<file path="src/rtl/lsu_pkg.sv">
// Shared types and lane helpers for the load/store unit.
// Pure combinational functions; no latency, no backpressure.
// Little-endian: byte lane = addr[1:0], half lane = addr[1].
package lsu_pkg;

    typedef enum logic [2:0] {
        SZ_B  = 3'b000,
        SZ_H  = 3'b001,
        SZ_W  = 3'b010,
        SZ_BU = 3'b100,
        SZ_HU = 3'b101
    } size_e;

    typedef enum logic [2:0] {
        ST_IDLE   = 3'd0,
        ST_RD     = 3'd1,
        ST_RMW_RD = 3'd2,
        ST_WR     = 3'd3,
        ST_RESP   = 3'd4
    } state_e;

    function automatic logic [31:0] load_extract(input logic [31:0] word,
                                                 input logic [1:0]  lane,
                                                 input logic [2:0]  funct3);
        logic [7:0]  b;
        logic [15:0] h;
        logic [31:0] r;
        b = word[{lane, 3'b000} +: 8];
        h = lane[1] ? word[31:16] : word[15:0];
        case (funct3)
            SZ_B:    r = {{24{b[7]}}, b};
            SZ_H:    r = {{16{h[15]}}, h};
            SZ_BU:   r = {24'd0, b};
            SZ_HU:   r = {16'd0, h};
            default: r = word;
        endcase
        return r;
    endfunction

    function automatic logic [31:0] store_merge(input logic [31:0] word,
                                                input logic [31:0] data,
                                                input logic [1:0]  lane,
                                                input logic [2:0]  funct3);
        logic [31:0] r;
        r = word;
        if (funct3 == SZ_B) begin
            r[{lane, 3'b000} +: 8] = data[7:0];
        end else if (funct3 == SZ_H) begin
            if (lane[1]) r[31:16] = data[15:0];
            else         r[15:0]  = data[15:0];
        end else begin
            r = data;
        end
        return r;
    endfunction

endpackage

</file>
<file path="src/rtl/load_store_unit_if.sv">
// Pipeline request/response and data-memory bus of the load/store unit.
// slave = the LSU itself; master = pipeline plus memory side.
// Backpressure is req_ready; memory side never stalls.
interface load_store_unit_if #(
    parameter int AW = 32
);
    logic          req_valid;
    logic          req_ready;
    logic          req_load;
    logic [2:0]    req_funct3;
    logic [AW-1:0] req_addr;
    logic [31:0]   req_wdata;
    logic          resp_valid;
    logic [31:0]   resp_rdata;
    logic          resp_fault;
    logic          MemRead;
    logic          MemWrite;
    logic [AW-1:0] mem_addr;
    logic [31:0]   mem_wdata;
    logic [31:0]   mem_rdata;

    modport slave (
        input  req_valid, req_load, req_funct3, req_addr, req_wdata, mem_rdata,
        output req_ready, resp_valid, resp_rdata, resp_fault,
        output MemRead, MemWrite, mem_addr, mem_wdata
    );

    modport master (
        output req_valid, req_load, req_funct3, req_addr, req_wdata, mem_rdata,
        input  req_ready, resp_valid, resp_rdata, resp_fault,
        input  MemRead, MemWrite, mem_addr, mem_wdata
    );
endinterface

</file>
<file path="src/rtl/lsu_align.sv">
// Fault check of an incoming request, load extraction and store merge.
// Purely combinational, zero latency, no backpressure.
module lsu_align
    import lsu_pkg::*;
#(
    parameter int DEPTH = 1024,
    parameter int AW    = 32
) (
    input  logic [AW-1:0] chk_addr,
    input  logic [2:0]    chk_funct3,
    input  logic          chk_load,
    output logic          fault,
    input  logic [1:0]    lane,
    input  logic [2:0]    funct3,
    input  logic [31:0]   ext_word,
    output logic [31:0]   ext_data,
    input  logic [31:0]   mrg_word,
    input  logic [31:0]   mrg_data,
    output logic [31:0]   mrg_out
);
    logic illegal;
    logic misalign;
    logic out_of_range;

    // Unsigned store sizes have no meaning, so BU/HU are legal only for loads.
    always_comb begin
        illegal  = 1'b0;
        misalign = 1'b0;
        case (chk_funct3)
            3'b000:  ;
            3'b001:  misalign = chk_addr[0];
            3'b010:  misalign = |chk_addr[1:0];
            3'b100:  illegal  = !chk_load;
            3'b101:  begin
                illegal  = !chk_load;
                misalign = chk_addr[0];
            end
            default: illegal = 1'b1;
        endcase
    end

    assign out_of_range = (chk_addr >> 2) >= AW'(DEPTH);
    assign fault        = illegal | misalign | out_of_range;

    assign ext_data = load_extract(ext_word, lane, funct3);
    assign mrg_out  = store_merge(mrg_word, mrg_data, lane, funct3);
endmodule

</file>
<file path="src/rtl/load_store_unit.sv">
// MEM-stage load/store initiator with sub-word extract and RMW stores.
// Latency accept->resp: load/SW 2, SB/SH 3, fault 1 cycle.
// req_ready only in IDLE; one request in flight at a time.
module load_store_unit
    import lsu_pkg::*;
#(
    parameter int DEPTH = 1024,
    parameter int AW    = 32
) (
    input  logic                    clk,
    input  logic                    rst_n,
    load_store_unit_if.slave        bus
);
    state_e        state_q,  state_d;
    logic [AW-1:0] addr_q,   addr_d;
    logic [2:0]    funct3_q, funct3_d;
    logic          load_q,   load_d;
    logic          fault_q,  fault_d;
    logic [31:0]   data_q,   data_d;

    logic          req_fault;
    logic [31:0]   ext_data;
    logic [31:0]   merge_word;

    lsu_align #(.DEPTH(DEPTH), .AW(AW)) u_align (
        .chk_addr   (bus.req_addr),
        .chk_funct3 (bus.req_funct3),
        .chk_load   (bus.req_load),
        .fault      (req_fault),
        .lane       (addr_q[1:0]),
        .funct3     (funct3_q),
        .ext_word   (data_q),
        .ext_data   (ext_data),
        .mrg_word   (bus.mem_rdata),
        .mrg_data   (data_q),
        .mrg_out    (merge_word)
    );

    // data_q holds store data from accept, then the read word or merged word.
    always_comb begin
        state_d  = state_q;
        addr_d   = addr_q;
        funct3_d = funct3_q;
        load_d   = load_q;
        fault_d  = fault_q;
        data_d   = data_q;
        case (state_q)
            ST_IDLE: begin
                if (bus.req_valid) begin
                    addr_d   = bus.req_addr;
                    funct3_d = bus.req_funct3;
                    load_d   = bus.req_load;
                    data_d   = bus.req_wdata;
                    fault_d  = req_fault;
                    if (req_fault)                   state_d = ST_RESP;
                    else if (bus.req_load)           state_d = ST_RD;
                    else if (bus.req_funct3 == SZ_W) state_d = ST_WR;
                    else                             state_d = ST_RMW_RD;
                end
            end
            ST_RD: begin
                data_d  = bus.mem_rdata;
                state_d = ST_RESP;
            end
            ST_RMW_RD: begin
                data_d  = merge_word;
                state_d = ST_WR;
            end
            ST_WR:   state_d = ST_RESP;
            ST_RESP: state_d = ST_IDLE;
            default: state_d = ST_IDLE;
        endcase
    end

    always_ff @(posedge clk or negedge rst_n) begin
        if (!rst_n) begin
            state_q  <= ST_IDLE;
            addr_q   <= '0;
            funct3_q <= '0;
            load_q   <= 1'b0;
            fault_q  <= 1'b0;
            data_q   <= '0;
        end else begin
            state_q  <= state_d;
            addr_q   <= addr_d;
            funct3_q <= funct3_d;
            load_q   <= load_d;
            fault_q  <= fault_d;
            data_q   <= data_d;
        end
    end

    assign bus.req_ready  = (state_q == ST_IDLE);
    assign bus.resp_valid = (state_q == ST_RESP);
    assign bus.resp_fault = (state_q == ST_RESP) && fault_q;
    assign bus.resp_rdata = ((state_q == ST_RESP) && load_q && !fault_q) ? ext_data : 32'd0;
    assign bus.MemRead    = (state_q == ST_RD) || (state_q == ST_RMW_RD);
    assign bus.MemWrite   = (state_q == ST_WR);
    assign bus.mem_addr   = (bus.MemRead || bus.MemWrite) ? {addr_q[AW-1:2], 2'b00} : '0;
    assign bus.mem_wdata  = (state_q == ST_WR) ? data_q : 32'd0;
endmodule

</file>
<file path="src/flat_wrapper.sv">
// flat-port wrapper written by rule: the top's interface ports become plain ports
module load_store_unit_flat import lsu_pkg::*;
#(
    parameter int DEPTH = 1024,
    parameter int AW    = 32
)
  (clk, rst_n, bus_req_valid, bus_req_load, bus_req_funct3, bus_req_addr, bus_req_wdata, bus_mem_rdata, bus_req_ready, bus_resp_valid, bus_resp_rdata, bus_resp_fault, bus_MemRead, bus_MemWrite, bus_mem_addr, bus_mem_wdata);
  load_store_unit_if #(.AW(AW)) bus_i ();
  input  logic clk;
  input  logic rst_n;
  input wire logic [$bits(bus_i.req_valid)-1:0] bus_req_valid;
  input wire logic [$bits(bus_i.req_load)-1:0] bus_req_load;
  input wire logic [$bits(bus_i.req_funct3)-1:0] bus_req_funct3;
  input wire logic [$bits(bus_i.req_addr)-1:0] bus_req_addr;
  input wire logic [$bits(bus_i.req_wdata)-1:0] bus_req_wdata;
  input wire logic [$bits(bus_i.mem_rdata)-1:0] bus_mem_rdata;
  output wire logic [$bits(bus_i.req_ready)-1:0] bus_req_ready;
  output wire logic [$bits(bus_i.resp_valid)-1:0] bus_resp_valid;
  output wire logic [$bits(bus_i.resp_rdata)-1:0] bus_resp_rdata;
  output wire logic [$bits(bus_i.resp_fault)-1:0] bus_resp_fault;
  output wire logic [$bits(bus_i.MemRead)-1:0] bus_MemRead;
  output wire logic [$bits(bus_i.MemWrite)-1:0] bus_MemWrite;
  output wire logic [$bits(bus_i.mem_addr)-1:0] bus_mem_addr;
  output wire logic [$bits(bus_i.mem_wdata)-1:0] bus_mem_wdata;
  assign bus_i.req_valid = bus_req_valid;
  assign bus_i.req_load = bus_req_load;
  assign bus_i.req_funct3 = bus_req_funct3;
  assign bus_i.req_addr = bus_req_addr;
  assign bus_i.req_wdata = bus_req_wdata;
  assign bus_i.mem_rdata = bus_mem_rdata;
  assign bus_req_ready = bus_i.req_ready;
  assign bus_resp_valid = bus_i.resp_valid;
  assign bus_resp_rdata = bus_i.resp_rdata;
  assign bus_resp_fault = bus_i.resp_fault;
  assign bus_MemRead = bus_i.MemRead;
  assign bus_MemWrite = bus_i.MemWrite;
  assign bus_mem_addr = bus_i.mem_addr;
  assign bus_mem_wdata = bus_i.mem_wdata;
  load_store_unit #(.DEPTH(DEPTH), .AW(AW)) u_core (.clk(clk), .rst_n(rst_n), .bus(bus_i));
endmodule
</file>
<file path="config.mk">
export PLATFORM = sky130hd
export DESIGN_NAME = load_store_unit_flat
export DESIGN_NICKNAME = d
export VERILOG_FILES = /design/src/rtl/lsu_pkg.sv /design/src/rtl/load_store_unit_if.sv /design/src/rtl/lsu_align.sv /design/src/rtl/load_store_unit.sv /design/src/flat_wrapper.sv
export SDC_FILE = /design/constraint.sdc
export NUM_CORES = 1
export LEC_CHECK = 0
export CORE_ASPECT_RATIO = 2
export CORE_UTILIZATION = 51
export CTS_CLUSTER_DIAMETER = 200
export DETAILED_ROUTE_END_ITERATION = 8
export PLACE_DENSITY = 0.95
export SLEW_MARGIN = 20
export SYNTH_ARGS = -nofsm -noshare
export SYNTH_HDL_FRONTEND = slang
export SYNTH_HIERARCHICAL = 1
export SYNTH_SLANG_ARGS = --single-unit
</file>
<file path="constraint.sdc">
create_clock -name clk -period 4.8 [get_ports clk]
set_clock_uncertainty 0.15 [all_clocks]
set_input_delay 0.96 -clock clk [delete_from_list [all_inputs] [get_ports clk]]
set_output_delay 0.96 -clock clk [all_outputs]
set_load 0.01 [all_outputs]
</file>
======== Yosys cells after proc, flatten, opt, wreduce, memory -nomap -nowiden ========
Cells that the tools add are included.
word-level totals
  register bits ........................... 72
  bits of input ports ..................... 103
  output and inout port bits .............. 101
  logic and storage cells ................. 66
operators by class
  add/subtract/negate cells ............... 1
  $lt $le $gt $ge ......................... 1
  equality and inequality tests ........... 14
  shift-type cells ........................ 3
  muxes and demuxes ....................... 19
  bitwise logic cells ..................... 2
  reduce and logical (&&, ||, !) cells .... 19
operator list
  cell                                                                     count
  32-bit 2-to-1 mux                                                        6
  32-bit one-hot mux with 4 select lines                                   1
  32-bit one-hot mux with 3 select lines                                   1
  16-bit 2-to-1 mux                                                        3
  32-bit bitwise mux                                                       1
  8-bit by 7-bit variable shift with 32-bit output, first input constant   1
  32-bit by 6-bit variable part select with 8-bit output                   1
  8-bit by 7-bit variable part select with 32-bit output                   1
  30-bit by 11-bit >= comparator with 1-bit output, second input constant  1
  3-bit == test, second input constant                                     5
  3-bit by 1-bit == test with 1-bit output, second input constant          3
  3-bit by 2-bit == test with 1-bit output, second input constant          3
  3-bit logical NOT                                                        3
  3-bit 2-to-1 mux                                                         3
  3-bit one-hot mux with 3 select lines                                    1
  2-bit OR reduction                                                       4
  5-bit negation with 7-bit output                                         1
  1-bit one-hot mux with 2 select lines                                    2
  4-bit AND reduction                                                      1
  1-bit logical AND                                                        3
  3-bit by 2-bit inequality test with 1-bit output, second input constant  1
  3-bit inequality test, second input constant                             1
  3-bit AND reduction                                                      1
  3-bit nonzero test                                                       1
  7 further kinds                                                          10

======== Logic depth before layout (Yosys ltp) ========
  depth in word-level cells ............... 8
  depth in mapped cells ................... 11
  gate-level depth less buffers ........... 8

======== Cells and area by module ========
Netlist, hierarchy kept.
by module, submodules not included
  module           times used  cells each  area an instance (um^2)  sequential area each (um^2)
  load_store_unit  1           466         4,516.8                  1,801.7
  lsu_align        1           247         1,754.2                  0.0

======== Worst setup path before layout ========
OpenSTA, ideal clock, no wires.
  path kind ............................... register to output
  from .................................... register u_core.addr_q[1]
  to ...................................... output bus_resp_rdata[16]
  arrival time ............................ 1.658 ns
  data required time ...................... 3.690 ns
  path slack .............................. 2.032 ns
  cell stages (with the launch flop) ...... 6
  buffers on the path ..................... 1
  cells stage by stage .................... dfrtp_1 > mux4_2 > a22oi_2 > buf_6 > nand2_1 > and2_1
between the ends
  cells in the longest elaborated chain, start to end .. 3
  elaborated cells on any way between the ends .. 4
  classes of those cells .................. shift (1); mux (3)
RTL lines
  element                                                                                      line                          text
  start: declaration                                                                           load_store_unit.sv:15         logic [AW-1:0] addr_q, addr_d;
  start signal: assignment                                                                     load_store_unit.sv:85         addr_q <= addr_d;
  32-bit by 6-bit variable part select with 8-bit output or 16-bit 2-to-1 mux (tied branches)  lsu_pkg.sv:28, lsu_pkg.sv:29
  32-bit one-hot mux with 4 select lines (*)                                                   lsu_pkg.sv:30                 case (funct3)
  net u_core.ext_data[16]                                                                      load_store_unit.sv:22         logic [31:0] ext_data;
  32-bit 2-to-1 mux (*)                                                                        load_store_unit.sv:96         assign bus.resp_rdata = ((state_q == ST_RESP) && load_q && !fault_q) ? ext_data : 32'd0;
  end: declaration                                                                             flat_wrapper.sv:19            output wire logic [$bits(bus_i.resp_rdata)-1:0] bus_resp_rdata;
Mark *: on every way through the listed nets, which the timed path passes. The rest lies on a longest branch.

======== Worst setup path in the final report ========
  from .................................... register u_core.funct3_q[1]
  to ...................................... output bus_resp_rdata[31]
between the ends
  cells in the longest elaborated chain, start to end .. 3
  elaborated cells on any way between the ends .. 6
  classes of those cells .................. eq/ne (3); mux (2); reduce/logical (1)
RTL lines
  element                                      line                   text
  start: declaration                           load_store_unit.sv:16  logic [2:0] funct3_q, funct3_d;
  start signal: assignment                     load_store_unit.sv:86  funct3_q <= funct3_d;
  3-bit == test, or another cell as far along  lsu_pkg.sv:30
  32-bit one-hot mux with 4 select lines (*)   lsu_pkg.sv:30
  net u_core.ext_data[31]                      load_store_unit.sv:22
  32-bit 2-to-1 mux (*)                        load_store_unit.sv:96
Marked as above.

==> results.ini <==
[outcome]
status = finished clean

[worst_setup_path]
startpoint_type = flip-flop
critical_path.endpoint_type = output port
r2r-start = u_core/addr_q[1]
cp_max_fo = 33
worstSetupPathType = flip-flop to output port
reg2reg_slack_ns = 1.58
required_ns = 3.69
arrival_ns = 3.04
reg2reg_depth = 9
r2r-end = u_core/data_q[3]

[finish]
multi_input_area_mm2 = 0.00380
regArea_mm2 = 0.00180
antenna_cells = 0
syn_to_final_growth_pct = 36.1
fill_cells = 931
drive_gt1_share_pct = 11.2
final_cells = 1022
layout.nets = 978

[timing]
tns_ns = 0
setup_viol = 0
tightest_slew_ns = 0.965
rsz0062_at_grt = false
hold_violations = 0
fin_crit_ns = 4.15
min_period_over_period_pct = 86.5
drv_slew = 0
slew_headroom_pct = 35.7
max_freq_ghz = 0.241
fin_worst_hold_slack_ns = 0.352

[placed_design]
gp_congestion = 1.02
portBuffers = 201
dp.final_hpwl_mm = 15.0
place_inst = 1006

[clocking]
clock-root-buffer = clkbuf_16
tritoncts = done
cts.path.max_buffers = 2
holdBufCountCts = 0
cts_resized = 0
cts_buffers = 9
htreeDepth = 3
cts_num_sinks = 72
post-cts-setup-buffer-count = 0
path_clk_slew_ns = 0.06
clk_latency_ns = 0.34

[power_and_ir_drop]
combPwrFrac_pct = 29.3
p_total_w = 0.00224
p_sw_w = 0.000728
ir_worst_vdd_v = 0.000304
switching_share_pct = 32.5
powerDensity_mw_per_mm2 = 263
power_frac_seq_pct = 37.4
p_int_w = 0.00151
leakage_nw = 3.73
clkPwrFrac_pct = 33.3

[global_routing]
grt_pass1_vias = 6301
grt_usage_pct = 33.6
antenna_found_initial = 0
grt_max_degree = 73
grt_pass1_wl_mm = 32.8
grt-ovfl-total = 0

[floorplan]
start_util_pct = 52.0
die_w_um = 80.4
rows = 57
coreArea_mm2 = 0.0121
die_y_um = 159
die-area_mm2 = 0.0128
ios = 204

[logic_synthesis]
synth_edf_count = 0
yosysMostFrequentCell = and2_1
synth_area_leaders = dfrtp_1 (29%), and2_1 (9.6%), mux2_4 (7.2%)
synth.top_cells.by_count = and2_1 (96), inv_1 (78), dfrtp_1 (72)
syn_inst = 713
seq_area_frac_synth_pct = 28.7
synth_area_leader_cell = dfrtp_1
ys_ff_latch = 72
synth.avg_cell_area_um2 = 8.80
synth_top_area_share_pct = 28.7
yosys_most_used_dff = dfrtp_1
yosysWarnings = 6
syn_area_mm2 = 0.00627
yosys.cell_types.count = 54
async_flop_share_pct = 100

[min_path]
min-delay-start = u_core/addr_q[14]
hold_end = u_core/addr_q[14]
hold_class = flip-flop to flip-flop
hold_depth = 1

[detailed_routing]
drt-initial-drc-count = 754
wl_mm = 20.9
viasPerCell = 6.33
vias = 6468
first_pass_iters = 8
route.detailed.drc = 0
routedWlPerCell_um = 20.4
ant_nets = 0

[flow_run]
drv_cap = 0

-- cell families (layout without fill, tap and decap cells) --
| kind of cell | count (synthesis) | after routing | share of synthesized area [%] |
|---|---|---|---|
| AO/OA/AOI/OAI | 235 | 235 | 27.3 |
| XOR/XNOR | 1 | 1 | 0.259 |
| adder cells (fa/ha/maj) | 5 | 5 | 0.998 |
| buffers and inverters | 149 | 310 | 11.0 |
| flip-flops | 72 | 72 | 28.7 |
| multiplexers | 72 | 72 | 14.6 |
| other | 1 | 2 | 0.0598 |
| AND/OR/NAND/NOR | 178 | 178 | 17.1 |
-- final cells by class --
type                       instances  share of cell area, %
clock buffer                      10                   2.80
clock inverter                     6                   1.06
inverter                          78                   3.43
multi-input combinational        493                   44.6
sequential                        72                   21.1
tap                              147                   2.15
timing repair buffer             216                   24.9
-- metal layers --
layer,share of wire (%),track usage (%)
met4,5.3,20.0
met3,8.3,6.32
met2,53,59.2
met1,34,35.6
met5,0,0
-- layout by cell type, fill, tap and decap left out, types with 9 or more instances in the layout --
cell	n
clkdlybuf4s50_1	200
and2_1	95
inv_1	78
dfrtp_1	70
a21oi_1	54
o21ai_0	40
nand2_1	36
a211o_1	32
a32o_1	32
mux2_4	30
mux2_2	24
a221oi_1	23
mux2i_1	17
buf_4	16
clkbuf_16	9
-- critical path, cell delays in order, from the launching register on --
cell and delay [ns]:
dfrtp_1 0.97, nor3b_2 0.12, buf_4 0.28, a22oi_2 0.58, nand2_1 0.11, and2_1 0.16
clkdlybuf4s50_1 0.47
-- sequential cells by signal, indices dropped and copies added, names as in the netlist --
| name | flops |
|---|---|
| u_core/load_q | 1 |
| u_core/addr_q | 32 |
| u_core/funct3_q | 3 |
| u_core/fault_q | 1 |
| u_core/data_q | 32 |
| u_core/state_q | 3 |
-- power groups by stage --
stage / Sequential [W] / Clock [W] / Combinational (W)
2_1_floorplan: 0.000759 / 0 / 0.000481
3_3_place_gp: 0.000837 / 0 / 0.000622
3_5_place_dp: 0.000839 / 0 / 0.000642
4_1_cts: 0.000831 / 0.000753 / 0.000645
5_1_grt: 0.000847 / 0.000775 / 0.000708
6_report: 0.000839 / 0.000746 / 0.000657
-- per-stage QoR --
stage | worst slack (ns) | instance area [µm²] | utilization (%)
2_1_floorplan | 2.03 | 6270 | -
3_3_place_gp | 1.17 | 8210 | 68.1
3_5_place_dp | 1.04 | 8210 | 68.1
4_1_cts | 0.676 | 8540 | 70.8
5_1_grt | 0.454 | 8540 | 70.8
6_report | 0.646 | 8540 | 70.8
-- how the worst max path moves through the flow --
stage | start | to | slack [ns] | cells past startpoint
final | u_core/funct3_q[1] | bus_resp_rdata[31] | 0.65 | 6
after floorplan | u_core/addr_q[1] | bus_resp_rdata[16] | 2.03 | 5
after CTS | u_core/funct3_q[1] | bus_resp_rdata[16] | 0.68 | 6
after global routing | u_core/funct3_q[1] | bus_resp_rdata[29] | 0.45 | 6
after detailed placement | u_core/funct3_q[1] | bus_resp_rdata[16] | 1.04 | 6
after global placement | u_core/funct3_q[1] | bus_resp_rdata[28] | 1.17 | 6
Note: power is estimated with default switching activity, not from simulation.
==> RTL change (same flow settings) <==
Take the reset off `addr_q` and load it in a clocked block of its own.
--- a/src/rtl/load_store_unit.sv
+++ b/src/rtl/load_store_unit.sv
@@ -76,5 +76,4 @@
         if (!rst_n) begin
             state_q  <= ST_IDLE;
-            addr_q   <= '0;
             funct3_q <= '0;
             load_q   <= 1'b0;
@@ -83,5 +82,4 @@
         end else begin
             state_q  <= state_d;
-            addr_q   <= addr_d;
             funct3_q <= funct3_d;
             load_q   <= load_d;
@@ -89,4 +87,8 @@
             data_q   <= data_d;
         end
+    end
+
+    always_ff @(posedge clk) begin
+        addr_q <= addr_d;
     end
 
Behaviour: same outputs for any inputs over 10 cycles, from zero or initial values and one cycle with rst_n low; that may be too few to reach the edited logic, so the function may still have changed.
==> RTL change against the original RTL <==
First-iteration DRC count rose by 21%. Largest power group unchanged. Area after synthesis fell by 5.5%. Largest cell class unchanged. Synthesized cell count fell by 4.9%. Die area fell by 5.4%. Setup slack improved by 0.10 ns. Clock power fell by 8.8%. Cell area fell by 4.1%. Routed wire length fell by 7.6%. Sequential cell count did not move. Total power fell by 11%.
==> RTL change: results (changes against the original RTL) <==
metric,value,unit,change
synth_common_cells,"96 x sky130_fd_sc_hd__and2_1, 78 x sky130_fd_sc_hd__inv_1, 55 x sky130_fd_sc_hd__a21oi_1",,
insertion_delay,0.33,ns,
maximum_fanout_encountered_on_the_critical_timing_path,33,,unchanged
critical_path.max_stage_delay,0.99,ns,+0.02 ns
cp.arrival,2.94,ns,-0.10 ns
run_status,finished clean,,
worstHoldPathType,reg2reg,,
slew-limit-headroom,0.328,,-0.0289
cellLeakagePower,3.42,nW,-8.4%
pin_count_of_the_biggest_net_entering_global_routing,73,,unchanged
firstDrtPassIters,5,,-3
fin_nets,943,,-3.6%
crit_family,flip-flops,,
synthDistinctLibCells,53,,-1.9%
vias_in_the_first_global_route,6028,,-4.3%
grt_first_pass_wirelength,30.3,mm,-7.7%
initialDrtViolationCount,912,,+21%
yosys-top-cells-area,"sky130_fd_sc_hd__dfrtp_1 17%, sky130_fd_sc_hd__edfxtp_1 16%, sky130_fd_sc_hd__and2_1 10%",,
place_worst_setup_slack,1.14,ns,+0.101 ns
yosysSeqAreaShare,0.331,,+0.0438
worst_setup_hold_path_clk_slew,0.06,ns,about the same
clk_path_buf_depth,2,,unchanged
globalplace.congestion,0.963,,-5.2%
layout_top_registers,"u_core/addr_q: 32 flops, u_core/data_q: 32 flops",,
cts_made_buffers,9,,unchanged
detailed_place_hpwl,13.7,mm,-8.6%
total_track_usage,0.324,,-0.0120
root_buffer,sky130_fd_sc_hd__clkbuf_16,,
cp_slowest_cell,sky130_fd_sc_hd__dfrtp_1,,
whs_path_depth,1,,unchanged
placement.io_buffers,201,,unchanged
route.final.wire_length,19.3,mm,-7.6%
postSynth.topFlopCell,sky130_fd_sc_hd__dfrtp_1,,
synth-edff-count,32,,+32
ir_drop,286,uV,-6.0%
synth_warnings,6,,unchanged
reg2regPathDepth,8,,-1
synthArstFlopShare,0.556,,-0.444
antenna_found_initial,0,,unchanged
detail_route.vias_per_cell,6.27,,-0.85%
layout_cell_share_with_drive_strength_beyond_1,0.0762,,-0.0358
cts_setup_buffers,0,,unchanged
num_antenna_cells,0,,unchanged
cts-resized-gates,0,,unchanged
htreeDepth,3,,unchanged
RTL change: changes by cell type after synthesis, sizes merged:
cell    change
edfxtp     +32
a31oi       -1
mux2       -32
dfrtp      -32
clkbuf      +1
a21oi       +1
buf         -4
RTL change: power by group:
part	leakage [nW]	switching [mW]	internal (mW)
logic	2.49	0.233	0.262
clock network	0.139	0.274	0.407
registers	0.790	0.122	0.703
RTL change: through the flow:
stage               instances   util  instance area [um^2]
CTS                       982  0.725                  8180
detailed placement        966  0.698                  7880
global placement          966  0.697                  7870
global route              982  0.725                  8180
floorplan                 679      -                  5930
finish                    982  0.725                  8180
RTL change: path summary, 6_finish.rpt:
path	start	to	slack (ns)
hold / removal	u_core/load_q	u_core/load_q	0.39
min in group asynchronous	rst_n	u_core/data_q[11]	0.62
setup / recovery	u_core/funct3_q[1]	bus_resp_rdata[20]	0.75
setup reg to reg	u_core/addr_q[1]	u_core/data_q[23]	1.59
max in group asynchronous	rst_n	u_core/state_q[1]	3.20
hold reg to reg	u_core/load_q	u_core/load_q	0.39
RTL change: cell type report:
class | instances | area [um^2]
inverters | 78 | 293
clock inverters | 7 | 78.8
well taps | 142 | 178
multi-input cells | 461 | 3350
clock buffers | 9 | 225
flip-flops and latches | 72 | 1960
repair buffers | 213 | 2100
fillers | 788 | 3100
RTL change: metal layers:
layer  GRT usage  wire [um]
met2       0.566      10100
met1       0.340       6450
met3      0.0690       1660
met4       0.223       1110
met5           0          0
RTL change: cells by family after synthesis:
kind of cell	synth area share
AND/OR/NAND/NOR	0.180
XOR/XNOR	0.00465
flip-flops	0.331
multiplexers	0.0743
buffers and inverters	0.110
adder cells (fa/ha/maj)	0.0106
AO/OA/AOI/OAI	0.289
other	0.000633
